### config.mk
export PLATFORM = sky130hd
export DESIGN_NAME = cache_fill_ctrl_flat
export DESIGN_NICKNAME = d
export VERILOG_FILES = /design/src/rtl/cache_fill_ctrl_pkg.sv /design/src/rtl/cache_fill_ctrl_if.sv /design/src/rtl/cache_fill_ctrl_onehot_decoder.sv /design/src/rtl/cache_fill_ctrl.sv /design/src/flat_wrapper.sv
export SDC_FILE = /design/constraint.sdc
export NUM_CORES = 1
export LEC_CHECK = 0
export BUFFER_PORTS_ARGS = -buffer_cell sky130_fd_sc_hd__buf_2
export CORE_ASPECT_RATIO = 1.5
export CORE_MARGIN = 1
export CORE_UTILIZATION = 38
export CTS_CLUSTER_SIZE = 40
export DETAILED_ROUTE_END_ITERATION = 6
export PLACE_DENSITY_LB_ADDON = 0.3
export SLEW_MARGIN = 15
export SYNTH_ARGS = -nofsm -noshare
export SYNTH_HDL_FRONTEND = slang
export SYNTH_SLANG_ARGS = --single-unit
### constraint.sdc
create_clock -name clk -period 1.74 [get_ports clk]
set_input_delay 0.261 -clock clk [delete_from_list [all_inputs] [get_ports clk]]
set_output_delay 0.261 -clock clk [all_outputs]
set_load 0.02 [all_outputs]
### src/rtl/cache_fill_ctrl_pkg.sv
// cache_fill_ctrl_pkg: shared cache geometry, address field positions and fill state enum
package cache_fill_ctrl_pkg;
  localparam int ADDR_W   = 16;
  localparam int DATA_W   = 16;
  localparam int NUM_SETS = 64;
  localparam int WORDS    = 8;
  localparam int SET_W    = $clog2(NUM_SETS);
  localparam int WORD_W   = $clog2(WORDS);
  localparam int WORD_LSB = 1;
  localparam int SET_LSB  = WORD_LSB + WORD_W;
  localparam int TAG_LSB  = SET_LSB + SET_W;
  localparam int TAG_W    = ADDR_W - TAG_LSB;
  localparam int CNT_W    = WORD_W + 1;
  typedef enum logic {IDLE, FILL} fill_state_e;
endpackage

### src/rtl/cache_fill_ctrl_if.sv
// cache_fill_ctrl_if: miss request, memory read and data/tag array write signals of the fill controller
//   master: controller side (drives memory requests and array writes)
//   slave : environment side (requester, memory, data/tag arrays)
interface cache_fill_ctrl_if;
  import cache_fill_ctrl_pkg::*;
  logic                miss_detected;
  logic [ADDR_W-1:0]   miss_address;
  logic                miss_way;
  logic                memory_data_valid;
  logic [DATA_W-1:0]   memory_data;
  logic                mem_en;
  logic [ADDR_W-1:0]   mem_address;
  logic                fsm_busy;
  logic [DATA_W-1:0]   data_out;
  logic [NUM_SETS-1:0] block_enable;
  logic [WORDS-1:0]    word_enable;
  logic                write_en0;
  logic                write_en1;
  logic                write_tag_array;
  logic                tag_way;
  modport master (
    input  miss_detected, miss_address, miss_way, memory_data_valid, memory_data,
    output mem_en, mem_address, fsm_busy, data_out, block_enable, word_enable,
           write_en0, write_en1, write_tag_array, tag_way
  );
  modport slave (
    output miss_detected, miss_address, miss_way, memory_data_valid, memory_data,
    input  mem_en, mem_address, fsm_busy, data_out, block_enable, word_enable,
           write_en0, write_en1, write_tag_array, tag_way
  );
endinterface

### src/rtl/cache_fill_ctrl_onehot_decoder.sv
// onehot_decoder: N-bit index to 2^N one-hot vector, all zero when en is low
//   en: enable, idx: binary index, onehot: decoded select
module onehot_decoder #(
  parameter int N = 3
) (
  input  logic            en,
  input  logic [N-1:0]    idx,
  output logic [2**N-1:0] onehot
);
  localparam int M = 2**N;
  assign onehot = en ? ({{(M-1){1'b0}}, 1'b1} << idx) : '0;
endmodule

### src/rtl/cache_fill_ctrl.sv
// cache_fill_ctrl: miss-fill controller streaming 8 memory reads into one way/set of the cache data array
//   clk: clock, rst: asynchronous active-low reset
//   bus: miss request in, memory request/return, data array enables/strobes, tag write pulse
module cache_fill_ctrl
  import cache_fill_ctrl_pkg::*;
(
  input logic              clk,
  input logic              rst,
  cache_fill_ctrl_if.master bus
);
  fill_state_e      state_q, state_d;
  logic [TAG_W-1:0] tag_q, tag_d;
  logic [SET_W-1:0] set_q, set_d;
  logic             way_q, way_d;
  logic [CNT_W-1:0] issue_q, issue_d, recv_q, recv_d;
  logic             fill, beat, unused_addr_bits;
  assign unused_addr_bits = ^bus.miss_address[SET_LSB-1:0];
  always_ff @(posedge clk or negedge rst) begin
    if (!rst) begin
      state_q <= IDLE;
      tag_q   <= '0;
      set_q   <= '0;
      way_q   <= 1'b0;
      issue_q <= '0;
      recv_q  <= '0;
    end else begin
      state_q <= state_d;
      tag_q   <= tag_d;
      set_q   <= set_d;
      way_q   <= way_d;
      issue_q <= issue_d;
      recv_q  <= recv_d;
    end
  end
  always_comb begin
    state_d = state_q;
    tag_d   = tag_q;
    set_d   = set_q;
    way_d   = way_q;
    issue_d = issue_q;
    recv_d  = recv_q;
    fill    = state_q == FILL;
    beat    = fill && bus.memory_data_valid;
    if (!fill && bus.miss_detected) begin
      state_d = FILL;
      tag_d   = bus.miss_address[TAG_LSB +: TAG_W];
      set_d   = bus.miss_address[SET_LSB +: SET_W];
      way_d   = bus.miss_way;
      issue_d = '0;
      recv_d  = '0;
    end
    if (fill) begin
      // issue_q[MSB] marks all 8 requests sent
      issue_d = issue_q + {{(CNT_W-1){1'b0}}, ~issue_q[CNT_W-1]};
      recv_d  = recv_q + {{(CNT_W-1){1'b0}}, beat};
      state_d = (beat && recv_q == CNT_W'(WORDS-1)) ? IDLE : FILL;
    end
    bus.fsm_busy        = fill;
    bus.mem_en          = fill && !issue_q[CNT_W-1];
    bus.mem_address     = bus.mem_en ? {tag_q, set_q, issue_q[WORD_W-1:0], 1'b0} : '0;
    bus.data_out        = bus.memory_data;
    bus.write_en0       = beat && !way_q;
    bus.write_en1       = beat && way_q;
    bus.write_tag_array = beat && recv_q == CNT_W'(WORDS-1);
    bus.tag_way         = fill && way_q;
  end
  onehot_decoder #(.N(SET_W)) u_block_dec (
    .en     (fill),
    .idx    (set_q),
    .onehot (bus.block_enable)
  );
  onehot_decoder #(.N(WORD_W)) u_word_dec (
    .en     (beat),
    .idx    (recv_q[WORD_W-1:0]),
    .onehot (bus.word_enable)
  );
endmodule

### src/flat_wrapper.sv
// flat-port wrapper written by rule: the top's interface ports become plain ports
module cache_fill_ctrl_flat import cache_fill_ctrl_pkg::*;
  (clk, rst, bus_miss_detected, bus_miss_address, bus_miss_way, bus_memory_data_valid, bus_memory_data, bus_mem_en, bus_mem_address, bus_fsm_busy, bus_data_out, bus_block_enable, bus_word_enable, bus_write_en0, bus_write_en1, bus_write_tag_array, bus_tag_way);
  cache_fill_ctrl_if bus_i ();
  input logic clk;
  input logic rst;
  input wire logic [$bits(bus_i.miss_detected)-1:0] bus_miss_detected;
  input wire logic [$bits(bus_i.miss_address)-1:0] bus_miss_address;
  input wire logic [$bits(bus_i.miss_way)-1:0] bus_miss_way;
  input wire logic [$bits(bus_i.memory_data_valid)-1:0] bus_memory_data_valid;
  input wire logic [$bits(bus_i.memory_data)-1:0] bus_memory_data;
  output wire logic [$bits(bus_i.mem_en)-1:0] bus_mem_en;
  output wire logic [$bits(bus_i.mem_address)-1:0] bus_mem_address;
  output wire logic [$bits(bus_i.fsm_busy)-1:0] bus_fsm_busy;
  output wire logic [$bits(bus_i.data_out)-1:0] bus_data_out;
  output wire logic [$bits(bus_i.block_enable)-1:0] bus_block_enable;
  output wire logic [$bits(bus_i.word_enable)-1:0] bus_word_enable;
  output wire logic [$bits(bus_i.write_en0)-1:0] bus_write_en0;
  output wire logic [$bits(bus_i.write_en1)-1:0] bus_write_en1;
  output wire logic [$bits(bus_i.write_tag_array)-1:0] bus_write_tag_array;
  output wire logic [$bits(bus_i.tag_way)-1:0] bus_tag_way;
  assign bus_i.miss_detected = bus_miss_detected;
  assign bus_i.miss_address = bus_miss_address;
  assign bus_i.miss_way = bus_miss_way;
  assign bus_i.memory_data_valid = bus_memory_data_valid;
  assign bus_i.memory_data = bus_memory_data;
  assign bus_mem_en = bus_i.mem_en;
  assign bus_mem_address = bus_i.mem_address;
  assign bus_fsm_busy = bus_i.fsm_busy;
  assign bus_data_out = bus_i.data_out;
  assign bus_block_enable = bus_i.block_enable;
  assign bus_word_enable = bus_i.word_enable;
  assign bus_write_en0 = bus_i.write_en0;
  assign bus_write_en1 = bus_i.write_en1;
  assign bus_write_tag_array = bus_i.write_tag_array;
  assign bus_tag_way = bus_i.tag_way;
  cache_fill_ctrl u_core (.clk(clk), .rst(rst), .bus(bus_i));
endmodule
==> metrics, run 1 <==
status=finished, final reports clean; CORE AREA=~4200 µm²; Hold Path Origin=bus_miss_address[8]; Worst Path Buf+Inv=1; Mapped Avg Cell Area=7.563 µm²; worst hold endpoint=u_core.set_q[4]$_DFFE_PN0P_; flop-to-flop setup slack=~0.2 ns; Crit Path Class=reg -> out; class of the worst hold path=in -> reg; RSZ-0062 raised after global routing=yes; chip width=between 50 and 60 µm; pins over their slew limit=0; Power Density=~1600 nW/µm²; Antenna Cells=0; die height=between 80 and 90 µm; Min Hold Slack=0.2308 ns; endpoint class of the critical path=output pin; Non-Filler Instances=between 300 and 400; Synth Area in Adders=0.02941; CTS H-Tree Depth=1; Net Count, Synth=266; post-synthesis xor/xnor area fraction=0.01029; fin util=0.5753; Final ANT Viol Nets=0; Num CTS Buffers=3; 1st-iter DRT viols=roughly 90; dpl cells=about 350; Synth area leaders=dfrtp_1, nor2_1, mux2_2, buf_4, and2_1; reg2reg start=u_core.bus.fsm_busy$_DFF_PN0_; Final period util=0.9950; worst skew pair latency=0.26 ns; R2R cell count=5; area leader, netlist=dfrtp_1; CP Max Fanout=5; # Max-Cap Violations=0; Design Area, Final=around 2400 µm²; Crit path max-delay family=simple AND/OR/NAND/NOR gates; CTS tree=yes; largest family of logic cells by synthesized area=simple AND/OR/NAND/NOR gates; crit path from=u_core.set_q[0]$_DFFE_PN0P_; largest net degree at the start of global routing=23; GRT overflow=0; critical path arrival=around 1.5 ns; initial antenna violation count=0; mux contribution to synthesized area=0.08603; Die ar.=roughly 4800 µm²; drt total wl=roughly 4600 µm; drt first pass iters=4; I/O Buffers=~110; register bit total from synthesis=22; Post-synth EDFFs=0; minimum clock period=approximately 1.7 ns; cell depth of the worst setup path=4; max incr delay on CP=approximately 0.44 ns; r2r endpoint=u_core.set_q[2]$_DFFE_PN0P_; Synth Area in Compound Gates=0.03382; starting density of the core=0.4008; WHS Path Cells=2; Syn Inst Count=between 200 and 250; vias in the first global route=between 1000 and 1500; final hold vios=0; Final Skew=0.003572 ns; CP Cell Sequence=nor3b_4 -> nand3_2 -> nor2_1 -> buf_4; Async S/R FF share, synth=1.000; CTS Sinks=22; Top FF cell, synth=dfrtp_1; FP Rows=29; Via Count=~1800; simple-gate share of the synthesized area=0.3956; Root Driver=clkbuf_8; Fmax=577.6 MHz; Critical Path Start Type=flip-flop; VDD IR max=~1100 µV; layout cell share with drive strength beyond 1=0.5426; final-stage net count=360; total track usage=0.1762; number of remaining DRC errors=0; Seq. cell area=approximately 560 µm²; Worst-path clk slew=roughly 0.070 ns; post-synthesis sequential area ratio=0.3235; critical path required time=1.48 ns; gpl congestion=0.7488; synthesis-to-layout area growth=43.53%; top cell type's share of synthesized area=0.3235; Static Leakage=1.283 nW; I/O Pins=147; Slowest cell on crit path=dfrtp_2; synthesized cell area=between 1500 and 2000 µm²; final setup fails=0; number of fill cells in the layout=approximately 390; first-pass GRT wire length=just under 7000 µm; DR vias/cell=between 4 and 5; Post-DP Area=about 2100 µm²; maximum clock path buffer count=2; DP Wirelength=3352 µm; Routed wire per std cell=12.68 µm; Multi-input gate area=1042 µm²; Yosys cell types=27; synthesis warning total=0
## cell usage after synthesis (4+ instances only)
cell and count:
and2_1 17, buf_2 6, buf_4 19, clkbuf_1 4, dfrtp_1 22, ha_1 4
mux2_2 13, nand2_1 20, nand2b_1 9, nand3_1 5, nor2_1 73, nor2b_1 5
o21ai_0 8
## state kept, by name, indices dropped and copies added, names as in the netlist
register	count
u_core.set_q	6
u_core.tag_q	6
u_core.issue_q	4
u_core.recv_q	4
u_core.bus.fsm_busy	1
u_core.way_q	1
## metal layers
layer | up-vias | GRT usage | routed length [µm]
met5 | - | 0 | 0
met4 | 0 | 0.05543 | 50
met3 | 4 | 0.02481 | 305
met2 | 85 | 0.3455 | 2481
met1 | 800 | 0.1846 | 1766
li1 | 876 | - | -
## layout by cell type (no fill, tap or decap), types with 2 or more instances in the layout
cell type / netlist / layout
ha_1: 4 / 4
nand2b_2: 0 / 2
nand2_1: 20 / 13
nand2_2: 0 / 7
buf_6: 1 / 4
clkbuf_8: 0 / 3
nor2_2: 0 / 6
nand3_2: 2 / 4
o21ai_0: 8 / 8
mux2_2: 13 / 13
a22o_1: 2 / 2
nor2b_1: 5 / 3
dfrtp_1: 22 / 17
buf_4: 19 / 29
nor3_2: 1 / 2
nor2_1: 73 / 67
and3b_2: 0 / 2
nor2b_2: 1 / 3
nand2b_1: 9 / 6
dfrtp_2: 0 / 5
and2_1: 17 / 16
nand3_1: 5 / 2
xnor2_1: 2 / 2
buf_2: 6 / 83
## power breakdown
part | internal [mW] | total, mW | switching (mW)
Clock | 0.154 | 0.304 | 0.150
Combinational | 1.06 | 2.59 | 1.53
Sequential | 0.771 | 1.09 | 0.322
Total | 1.98 | 3.98 | 2.00
## through the flow
step / total power [mW] / TNS, ns / setup slack [ns]
6_report: 3.984 / 0 / 0.008620
5_1_grt: 4.302 / -1.662 / -0.06907
4_1_cts: 3.781 / 0 / 0.005755
3_5_place_dp: 3.350 / 0 / 0.1506
3_3_place_gp: 3.316 / 0 / 0.1728
2_1_floorplan: 2.787 / 0 / 0.1335
## worst max path at each step
stage / to
6_report: bus_block_enable[36]
5_1_grt: bus_block_enable[43]
4_1_cts: bus_block_enable[30]
3_5_place_dp: bus_block_enable[44]
3_3_place_gp: bus_block_enable[52]
2_1_floorplan: bus_block_enable[34]
## kinds of logic (layout without fill, tap and decap cells)
family	after synthesis	count (layout)
XOR/XNOR	2	2
AND/OR/NAND/NOR	142	142
multiplexers	13	13
buffers and inverters	31	123
adder cells (fa/ha/maj)	4	4
AO/OA/AOI/OAI	10	10
other	1	1
flip-flops	22	22
## layout make-up
cell class                 count  area share
timing repair buffer         119      0.3033
inverter                       1    0.001537
clock buffer                   3     0.01691
tap                           46     0.02357
sequential                    22      0.2280
multi-input combinational    172      0.4267
## timing repair
item / CTS / global route
gates cloned: 1 / 0
hold buffers: 1 / 0
pin swaps: 1 / 10
setup buffers: 1 / 4
endpoints found under the hold margin: 22 / 0
gates resized for setup: 13 / 52
setup endpoints to repair: 62 / 62
Note: power is estimated with default switching activity, not from simulation.
==> run 2, diff against run 1 <==
--- a/config.mk
+++ b/config.mk
@@ -5,6 +5,7 @@
 export SDC_FILE = /design/constraint.sdc
 export NUM_CORES = 1
 export LEC_CHECK = 0
+export ABC_CLOCK_PERIOD_IN_PS = 1740
 export BUFFER_PORTS_ARGS = -buffer_cell sky130_fd_sc_hd__buf_2
 export CORE_ASPECT_RATIO = 1.5
 export CORE_MARGIN = 1
@@ -12,6 +13,7 @@
 export CTS_CLUSTER_SIZE = 40
 export DETAILED_ROUTE_END_ITERATION = 6
 export PLACE_DENSITY_LB_ADDON = 0.3
+export REMOVE_ABC_BUFFERS = 1
 export SLEW_MARGIN = 15
 export SYNTH_ARGS = -nofsm -noshare
 export SYNTH_HDL_FRONTEND = slang
==> run 2 against run 1 <==
  * The flow now finishes with violations (negative setup slack)
  * Clock power grew 56%
  * Global-route usage grew 1.9 points
  * Critical path depth shrank 1
  * Via count grew 1.0%
  * Worst hold slack lost 0.0061 ns
  * Sequential share of layout area grew 0.22 points
  * Setup slack lost 0.017 ns
  * Wire length grew 3.6%
  * Largest power group unchanged
==> metrics, run 2 (synthesized netlist as in run 1, its figures left out) <==
status=finished, violations left; failing checks=negative setup slack; max incr delay on CP=0.45 ns (about the same); critical path arrival=1.49 ns (+0.02 ns); Post-DP Area=2148 µm² (+0.35%); CTS H-Tree Depth=1 (unchanged); Final ANT Viol Nets=0 (unchanged); number of remaining DRC errors=0 (unchanged); Final period util=1.005 (+0.009805); Slowest cell on crit path=or2_2; Die ar.=4755 µm² (unchanged); Antenna Cells=0 (unchanged); CP Cell Sequence=or2_2 -> nor2_1 -> buf_2; Fmax=571.9 MHz (-0.98%); DP Wirelength=3649 µm (+8.9%); Design Area, Final=2419 µm² (-0.97%); Critical Path Start Type=flip-flop; # Max-Cap Violations=0 (unchanged); drt first pass iters=4 (unchanged); final hold vios=0 (unchanged); final setup margin=-0.008441 ns (-0.01706 ns); Num CTS Buffers=3 (unchanged); Setup TNS Final=-0.008441 ns (-0.008441 ns); most frequent cells in the layout=buf_2, nor2_1, buf_4, dfrtp_1; Min Hold Slack=0.2247 ns (-0.006079 ns); CORE AREA=4245 µm² (unchanged); vias in the first global route=1556 (+5.1%); starting density of the core=0.4008 (unchanged); I/O Pins=147 (unchanged); Final Skew=0.001665 ns (-0.001907 ns); final-stage net count=363 (+0.83%); class of the worst hold path=in -> reg; Root Driver=clkbuf_8; die height=83.96 µm (unchanged); Power Density=1691 nW/µm² (+3.7%); 1st-iter DRT viols=67 (-27%); CTS tree=yes; GRT overflow=0 (unchanged); Seq. cell area=556.8 µm² (unchanged); minimum clock period=1.748 ns (+0.01706 ns); chip width=56.64 µm (unchanged); dpl ws=0.1756 ns (+0.02502 ns); endpoint class of the critical path=output pin; maximum clock path buffer count=2 (unchanged); gpl congestion=0.7148 (-4.5%); synthesis-to-layout area growth=42.13%; final setup fails=1 (+1); Static Leakage=1.291 nW (+0.65%); largest registers=u_core.set_q: 6 flops, u_core.tag_q: 6 flops; Multi-input gate area=1033 µm² (-0.84%); largest net degree at the start of global routing=23 (unchanged); Crit Path Class=reg -> out; Worst-path clk slew=0.08 ns (about the same); layout cell share with drive strength beyond 1=0.5296 (-0.01299); number of fill cells in the layout=424 (+9.6%); total track usage=0.1952 (+0.01906); most common cell after layout, fill and taps aside=buf_2; VDD IR max=894.8 µV (-18%); I/O Buffers=109 (unchanged); CP Max Fanout=16 (+11); drt total wl=4767 µm (+3.6%); worst skew pair latency=0.26 ns (about the same); FP Rows=29 (unchanged); critical path required time=1.48 ns (about the same); DR vias/cell=4.858 (about the same); first-pass GRT wire length=7355 µm (+9.1%); CTS Sinks=22 (unchanged); Via Count=1783 (+1.0%); Routed wire per std cell=12.99 µm (+2.4%); pins over their slew limit=0 (unchanged); RSZ-0062 raised after global routing=yes; initial antenna violation count=0 (unchanged)
==> run 2: power by group <==
part	internal, mW	switching (mW)	total, mW	leakage [nW]
combinational	1.02	1.54	2.55	0.995
clock	0.307	0.167	0.474	0.0357
sequential	0.771	0.290	1.06	0.260
==> run 2: path summary, 6_finish.rpt <==
kind | to | cells past startpoint | from | slack [ns]
max reg2reg | u_core.tag_q[3]$_DFFE_PN0P_ | 5 | u_core.bus.fsm_busy$_DFF_PN0_ | 0.17
min | u_core.tag_q[0]$_DFFE_PN0P_ | 2 | bus_miss_address[10] | 0.22
min in group asynchronous | u_core.recv_q[0]$_DFFE_PN0P_ | 2 | rst | 0.49
max in group asynchronous | u_core.set_q[5]$_DFFE_PN0P_ | 2 | rst | 0.88
max | bus_block_enable[35] | 3 | u_core.set_q[4]$_DFFE_PN0P_ | -0.008
min reg2reg | u_core.tag_q[0]$_DFFE_PN0P_ | 1 | u_core.tag_q[0]$_DFFE_PN0P_ | 0.51
==> run 2: worst max-delay path, delay by kind of cell, from the launching register on <==
kind | cells | cell delay, ns
buffers and inverters | 1 | 0.18
and+or+nand+nor | 2 | 0.60
DFF | 1 | 0.44
==> run 2: metrics by stage <==
step	utilization	instances	power [mW]
after CTS	0.5405	363	3.971
after global placement	0.5060	354	3.331
after global routing	0.5697	367	4.437
after floorplan	-	195	2.613
final	0.5697	367	4.090
after detailed placement	0.5060	354	3.372
==> run 2: metal layers <==
metal | wire [µm] | GRT usage | vias to the layer above
met5 | 42 | 0.07143 | -
met4 | 31 | 0.05322 | 2
met3 | 534 | 0.08527 | 4
met2 | 2407 | 0.3487 | 107
met1 | 1750 | 0.1971 | 784
li1 | - | - | 886
==> run 2: repair_timing <==
action                                  4_1_cts  5_1_grt
endpoints found under the setup margin       64       76
hold endpoints to repair                     22        0
pin swaps                                     2        2
gates resized for setup                      14       29
gates cloned                                  0        0
buffers inserted                              4        4
hold buffers                                  1        0
==> run 2: layout make-up <==
type / count / share of cell area
sequential: 22 / 0.2302
inverter: 1 / 0.001552
clock buffer: 3 / 0.01707
clock inverter: 1 / 0.01242
tap: 46 / 0.02380
multi-input combinational: 172 / 0.4273
timing repair buffer: 122 / 0.2876
